`src/rtl/button_conditioner_if.sv`:
```
// button_conditioner_if: raw button pins in, conditioned button levels and event pulses out
interface button_conditioner_if #(
    parameter int NUM_BUTTONS = 2
);
    logic [NUM_BUTTONS-1:0] button_n;
    logic [NUM_BUTTONS-1:0] button_level;
    logic [NUM_BUTTONS-1:0] button_press;
    logic [NUM_BUTTONS-1:0] button_release;
    logic [NUM_BUTTONS-1:0] button_hold;

    modport master (
        output button_n,
        input  button_level,
        input  button_press,
        input  button_release,
        input  button_hold
    );

    modport slave (
        input  button_n,
        output button_level,
        output button_press,
        output button_release,
        output button_hold
    );
endinterface

```
`src/rtl/button_conditioner.sv`:
```
// button_conditioner: synchronizes, debounces and edge/hold-detects active-low push buttons
module button_conditioner #(
    parameter int NUM_BUTTONS     = 2,
    parameter int DEBOUNCE_CYCLES = 250000,
    parameter int HOLD_CYCLES     = 50000000,
    parameter int COUNT_WIDTH     = 26
) (
    input  logic                clock,
    input  logic                reset_n,
    button_conditioner_if.slave bus
);
    typedef enum logic [1:0] {
        RELEASED,
        PRESS_PENDING,
        PRESSED,
        RELEASE_PENDING
    } state_t;

    localparam logic [COUNT_WIDTH-1:0] DEB_MAX  = COUNT_WIDTH'(DEBOUNCE_CYCLES);
    localparam logic [COUNT_WIDTH-1:0] HOLD_MAX = COUNT_WIDTH'(HOLD_CYCLES);
    localparam logic [COUNT_WIDTH-1:0] ONE      = COUNT_WIDTH'(1);

    logic [NUM_BUTTONS-1:0] sync1, sync2, raw;
    state_t                 state      [NUM_BUTTONS];
    state_t                 state_next [NUM_BUTTONS];
    logic [COUNT_WIDTH-1:0] dcnt       [NUM_BUTTONS];
    logic [COUNT_WIDTH-1:0] dcnt_next  [NUM_BUTTONS];
    logic [COUNT_WIDTH-1:0] hcnt       [NUM_BUTTONS];
    logic [COUNT_WIDTH-1:0] hcnt_next  [NUM_BUTTONS];
    logic [NUM_BUTTONS-1:0] level, press, rel, hold;
    logic [NUM_BUTTONS-1:0] level_next, press_next, rel_next, hold_next;

    assign raw                = ~sync2;
    assign bus.button_level   = level;
    assign bus.button_press   = press;
    assign bus.button_release = rel;
    assign bus.button_hold    = hold;

    // Two-flop synchronizer; idles high so a reset looks like "not pressed"
    always_ff @(posedge clock or negedge reset_n) begin
        if (!reset_n) begin
            sync1 <= '1;
            sync2 <= '1;
        end else begin
            sync1 <= bus.button_n;
            sync2 <= sync1;
        end
    end

    // Per-channel state, counters and registered outputs
    always_ff @(posedge clock or negedge reset_n) begin
        if (!reset_n) begin
            state <= '{default: RELEASED};
            dcnt  <= '{default: '0};
            hcnt  <= '{default: '0};
            level <= '0;
            press <= '0;
            rel   <= '0;
            hold  <= '0;
        end else begin
            state <= state_next;
            dcnt  <= dcnt_next;
            hcnt  <= hcnt_next;
            level <= level_next;
            press <= press_next;
            rel   <= rel_next;
            hold  <= hold_next;
        end
    end

    // Debounce FSM per channel; hold counter runs while the press is accepted
    always_comb begin
        state_next = state;
        dcnt_next  = dcnt;
        hcnt_next  = hcnt;
        level_next = level;
        press_next = '0;
        rel_next   = '0;
        hold_next  = '0;
        for (int i = 0; i < NUM_BUTTONS; i++) begin
            if (state[i] == PRESSED || state[i] == RELEASE_PENDING) begin
                hcnt_next[i] = (hcnt[i] == HOLD_MAX) ? HOLD_MAX : hcnt[i] + ONE;
                hold_next[i] = (hcnt[i] == HOLD_MAX - ONE);
            end
            case (state[i])
                RELEASED: begin
                    state_next[i] = raw[i] ? PRESS_PENDING : RELEASED;
                    dcnt_next[i]  = raw[i] ? ONE : '0;
                end
                PRESS_PENDING: begin
                    if (!raw[i]) begin
                        state_next[i] = RELEASED;
                        dcnt_next[i]  = '0;
                    end else if (dcnt[i] == DEB_MAX) begin
                        state_next[i] = PRESSED;
                        level_next[i] = 1'b1;
                        press_next[i] = 1'b1;
                        dcnt_next[i]  = '0;
                        hcnt_next[i]  = '0;
                    end else begin
                        dcnt_next[i] = dcnt[i] + ONE;
                    end
                end
                PRESSED: begin
                    if (!raw[i]) begin
                        state_next[i] = RELEASE_PENDING;
                        dcnt_next[i]  = ONE;
                    end
                end
                RELEASE_PENDING: begin
                    if (raw[i]) begin
                        state_next[i] = PRESSED;
                        dcnt_next[i]  = '0;
                    end else if (dcnt[i] == DEB_MAX) begin
                        state_next[i] = RELEASED;
                        level_next[i] = 1'b0;
                        rel_next[i]   = 1'b1;
                        hold_next[i]  = 1'b0;
                        dcnt_next[i]  = '0;
                        hcnt_next[i]  = '0;
                    end else begin
                        dcnt_next[i] = dcnt[i] + ONE;
                    end
                end
            endcase
        end
    end
endmodule
```
`src/flat_wrapper.sv`:
```
// flat-port wrapper written by rule: the top's interface ports become plain ports
module button_conditioner_flat 
#(
    parameter int NUM_BUTTONS     = 2,
    parameter int DEBOUNCE_CYCLES = 250000,
    parameter int HOLD_CYCLES     = 50000000,
    parameter int COUNT_WIDTH     = 26
)
  (clock, reset_n, bus_button_n, bus_button_level, bus_button_press, bus_button_release, bus_button_hold);
  button_conditioner_if #(.NUM_BUTTONS(NUM_BUTTONS)) bus_i ();
  input  logic clock;
  input  logic reset_n;
  input wire logic [$bits(bus_i.button_n)-1:0] bus_button_n;
  output wire logic [$bits(bus_i.button_level)-1:0] bus_button_level;
  output wire logic [$bits(bus_i.button_press)-1:0] bus_button_press;
  output wire logic [$bits(bus_i.button_release)-1:0] bus_button_release;
  output wire logic [$bits(bus_i.button_hold)-1:0] bus_button_hold;
  assign bus_i.button_n = bus_button_n;
  assign bus_button_level = bus_i.button_level;
  assign bus_button_press = bus_i.button_press;
  assign bus_button_release = bus_i.button_release;
  assign bus_button_hold = bus_i.button_hold;
  button_conditioner #(.NUM_BUTTONS(NUM_BUTTONS), .DEBOUNCE_CYCLES(DEBOUNCE_CYCLES), .HOLD_CYCLES(HOLD_CYCLES), .COUNT_WIDTH(COUNT_WIDTH)) u_core (.clock(clock), .reset_n(reset_n), .bus(bus_i));
endmodule
```
`config.mk`:
```
export PLATFORM = sky130hd
export DESIGN_NAME = button_conditioner_flat
export DESIGN_NICKNAME = d
export VERILOG_FILES = /design/src/rtl/button_conditioner_if.sv /design/src/rtl/button_conditioner.sv /design/src/flat_wrapper.sv
export SDC_FILE = /design/constraint.sdc
export NUM_CORES = 1
export LEC_CHECK = 0
export CORE_UTILIZATION = 55
export DETAILED_ROUTE_END_ITERATION = 8
export PLACE_DENSITY = 0.74
export SLEW_MARGIN = 20
export SYNTH_ARGS = -nofsm -noshare
export SYNTH_HDL_FRONTEND = slang
export SYNTH_SLANG_ARGS = --single-unit
```
`constraint.sdc`:
```
create_clock -name clock -period 2.05 [get_ports clock]
set_input_delay 0.41 -clock clock [delete_from_list [all_inputs] [get_ports clock]]
set_output_delay 0.41 -clock clock [all_outputs]
set_load 0.01 [all_outputs]
```
==> results.toml <==
[pwr]
leakage_nw = 3.52
p_seq_frac = 0.409
power_per_cell_area_nw_per_um2 = 733
p_sw_mw = 1.25
swShare = 0.212
fin_total_pwr_mw = 5.90
pwr-share-comb = 0.040
pwr-share-clk = 0.551
power.internal_mw = 4.65
peakVddDrop_mv = 0.886

[place]
dpl_cell_area_um2 = 6950
routabilityCongestion = 0.888
dp_hpwl_um = 9600
port_buffers = 11
dp_slack_ps = -20.0

[timing]
setup_viol = 11
max_slew_margin = 0.692
grt_setup_unrepaired = "true"
fmax_ghz = 0.469
slew_violations = 0
fin_worst_skew_ps = 7.26
finalSetupTns_ps = -306
hold_ws_ps = 368
period_needed_ps = 2130
period_share = 1.04
worst_slack_ps = -83.5
worstMarginPinSlew_ps = 457
finalHoldViolations = 0

[synthesis]
synth_edf_count = 0
synth-async-reset-ratio = 1.00
synth_flop_cell = "dfrtp_1"
synth_nets = 693
syn-cell-area_um2 = 6390
synth_seq_area_share = 0.471
synth_cells = 681
yosysWarnings = 0
ys_types = 61
synth_seq_cells = 120
avgSynthCellArea_um2 = 9.38

[hold_path]
min_path_type = "flop to flop"

[floorplanning]
fp.coreArea_um2 = 11100
fp.dieW_um = 110
io_pins = 12
die_h_um = 110
initial_core_util = 0.577
dieArea_um2 = 12100
row_count = 38

[routing]
firstDrtPassIters = 5
vias = 5601
drc = 0
routed_wl_um = 15800
wl_per_cell_um = 17.3
drt-initial-drc-count = 452
ant_nets = 0
vias_per_cell = 6.13

[clock_network]
cts.sink_count = 120
htreeDepth = 4
clock-root-buffer = "clkbuf_16"
cts.reportedPaths.clkPinSlew_ps = 60
insertion_delay_ps = 420
numCtsBuffers = 17
cts_buffer_depth = 2
cts_tree = "yes"

[worst_setup_path]
worst-path-max-fanout = 5
cp.arrival_ps = 2430
setup.worst_path.end_class = "flop"
start_kind = "flop"
setup.worst_path.class = "flop to flop"
required_ps = 2350

[global_routing]
grt_pass1_vias = 5122
grt.overflow.total = 0
grt_max_degree = 47
antenna_found_initial = 0
track_usage = 0.259
grt_pass1_wl_um = 24000

[cells_and_area]
multi_input_area_um2 = 3420
drive_gt1_frac = 0.213
fillCellCount = 766
register_area_um2 = 3010
synthToLayoutAreaGrowth_pct = 25.9
fin_area_um2 = 8050
diodes = 0
nets = 773

[outcome]
violations = "negative setup slack"
status = "finished with violations"

[run]
drv_cap = 0
layer usage:
| metal | part of all wire | GRT usage |
|---|---|---|
| met1 | 0.44 | 0.330 |
| met4 | 0.017 | 0.0905 |
| met3 | 0.045 | 0.0682 |
| met5 | 0 | 0 |
| met2 | 0.50 | 0.426 |
Yosys cell counts (4+ instances only):
cell type / count / area share
nor3_1: 20 / 0.016
or3_1: 7 / 0.0069
xnor2_1: 22 / 0.030
nor4_1: 14 / 0.014
nor2b_1: 5 / 0.0049
and2_1: 6 / 0.0059
nand3_1: 35 / 0.027
ha_1: 8 / 0.016
clkbuf_1: 10 / 0.0059
and4_1: 9 / 0.012
nand4_1: 41 / 0.040
nor2_1: 93 / 0.055
mux2i_1: 5 / 0.0078
a21oi_1: 24 / 0.019
dfstp_2: 4 / 0.016
nor4b_1: 7 / 0.0096
a31oi_1: 14 / 0.014
and3_1: 19 / 0.019
nand2_1: 57 / 0.033
nand2b_1: 4 / 0.0039
xor2_1: 44 / 0.060
dfrtp_1: 116 / 0.45
inv_1: 23 / 0.014
o21ai_0: 29 / 0.023
buf_2: 7 / 0.0055
placed cells by master (no fill, tap or decap), types with 4 or more instances in the layout:
cell               n
clkbuf_8           4
a31oi_1           14
dfrtp_1          115
clkdlybuf4s50_1   10
nor2b_1            5
xor2_1            44
ha_1               6
inv_2              4
nand4_1           41
and4_1             9
nor4b_1            5
nand2_1           57
clkinvlp_4         4
o21ai_0           21
xnor2_1           22
nor2_1            90
nor3_1            17
clkbuf_16         19
and2_1             6
inv_1             19
a21oi_2            6
nand3_1           35
dfstp_2            4
mux2i_1            5
buf_4             62
bufinv_16          4
nor4_1            11
nand2b_1           4
o21ai_1            7
a21oi_1           17
and3_1            17
or3_1              7
nor4_2             5
power groups by stage:
stage / clock, mW / sequential [mW] / combinational [mW]
CTS: 3.28 / 2.41 / 0.197
detailed placement: 0 / 2.45 / 0.188
global route: 3.38 / 2.41 / 0.262
global placement: 0 / 2.45 / 0.184
floorplan: 0 / 2.44 / 0.0931
finish: 3.25 / 2.41 / 0.239
logic make-up after synthesis:
family,count (synthesis),share of synthesized area
AO/OA/AOI/OAI,96,0.0944
XOR/XNOR,66,0.0904
adder cells (fa/ha/maj),8,0.0157
buffers and inverters,48,0.0366
flip-flops,120,0.471
multiplexers,5,0.00783
AND/OR/NAND/NOR,338,0.284
repair_timing:
| item | in CTS | in global routing |
|---|---|---|
| hold endpoints to repair | 29 | 0 |
| endpoints found under the setup margin | 9 | 88 |
| buffers inserted | 5 | 9 |
| pin swaps | 2 | 16 |
| resized for setup | 5 | 51 |
| cloned | 2 | 7 |
| hold buffers | 1 | 0 |
cell type report:
cell class	count	share of cell area
Inverter	23	0.0107
Clock buffer	21	0.0597
Clock inverter	11	0.0210
Tap cell	140	0.0218
Sequential cell	120	0.374
Multi-Input combinational cell	519	0.426
Timing Repair Buffer	80	0.0872
worst max-delay path, stage by stage (launching register included):
cell	delay, ps
dfrtp_1	440
nor4b_2	380
nand4_1	300
buf_4	240
o21ba_4	240
and3_4	170
a211o_1	240
registers in the layout, summed over array words and instances, names as in the netlist, named ones only:
signal,count
u_core.state,2
u_core.hcnt,52
u_core.sync1,2
u_core.sync2,2
u_core.bus.button_press,2
u_core.bus.button_level,2
u_core.bus.button_hold,2
u_core.bus.button_release,2
u_core.dcnt,52
path summary, 6_finish.rpt:
| check | startpoint | end | slack, ps | depth (start not counted) |
|---|---|---|---|---|
| min | u_core.sync1[0] | u_core.sync2[0] | 370 | 0 |
| max reg2reg | u_core.dcnt[35] | u_core.dcnt[38] | -80 | 6 |
| max | u_core.dcnt[35] | u_core.dcnt[38] | -80 | 6 |
| min in group asynchronous | reset_n | u_core.hcnt[19] | 480 | 2 |
| min reg2reg | u_core.sync1[0] | u_core.sync2[0] | 370 | 0 |
| max in group asynchronous | reset_n | u_core.hcnt[37] | 860 | 3 |
metrics by stage:
stage               std cells  utilization
floorplan                 681            -
global route              914        0.726
global placement          858        0.627
finish                    914        0.726
detailed placement        858        0.627
CTS                       898        0.694
Power figures use the tool's default switching activity.
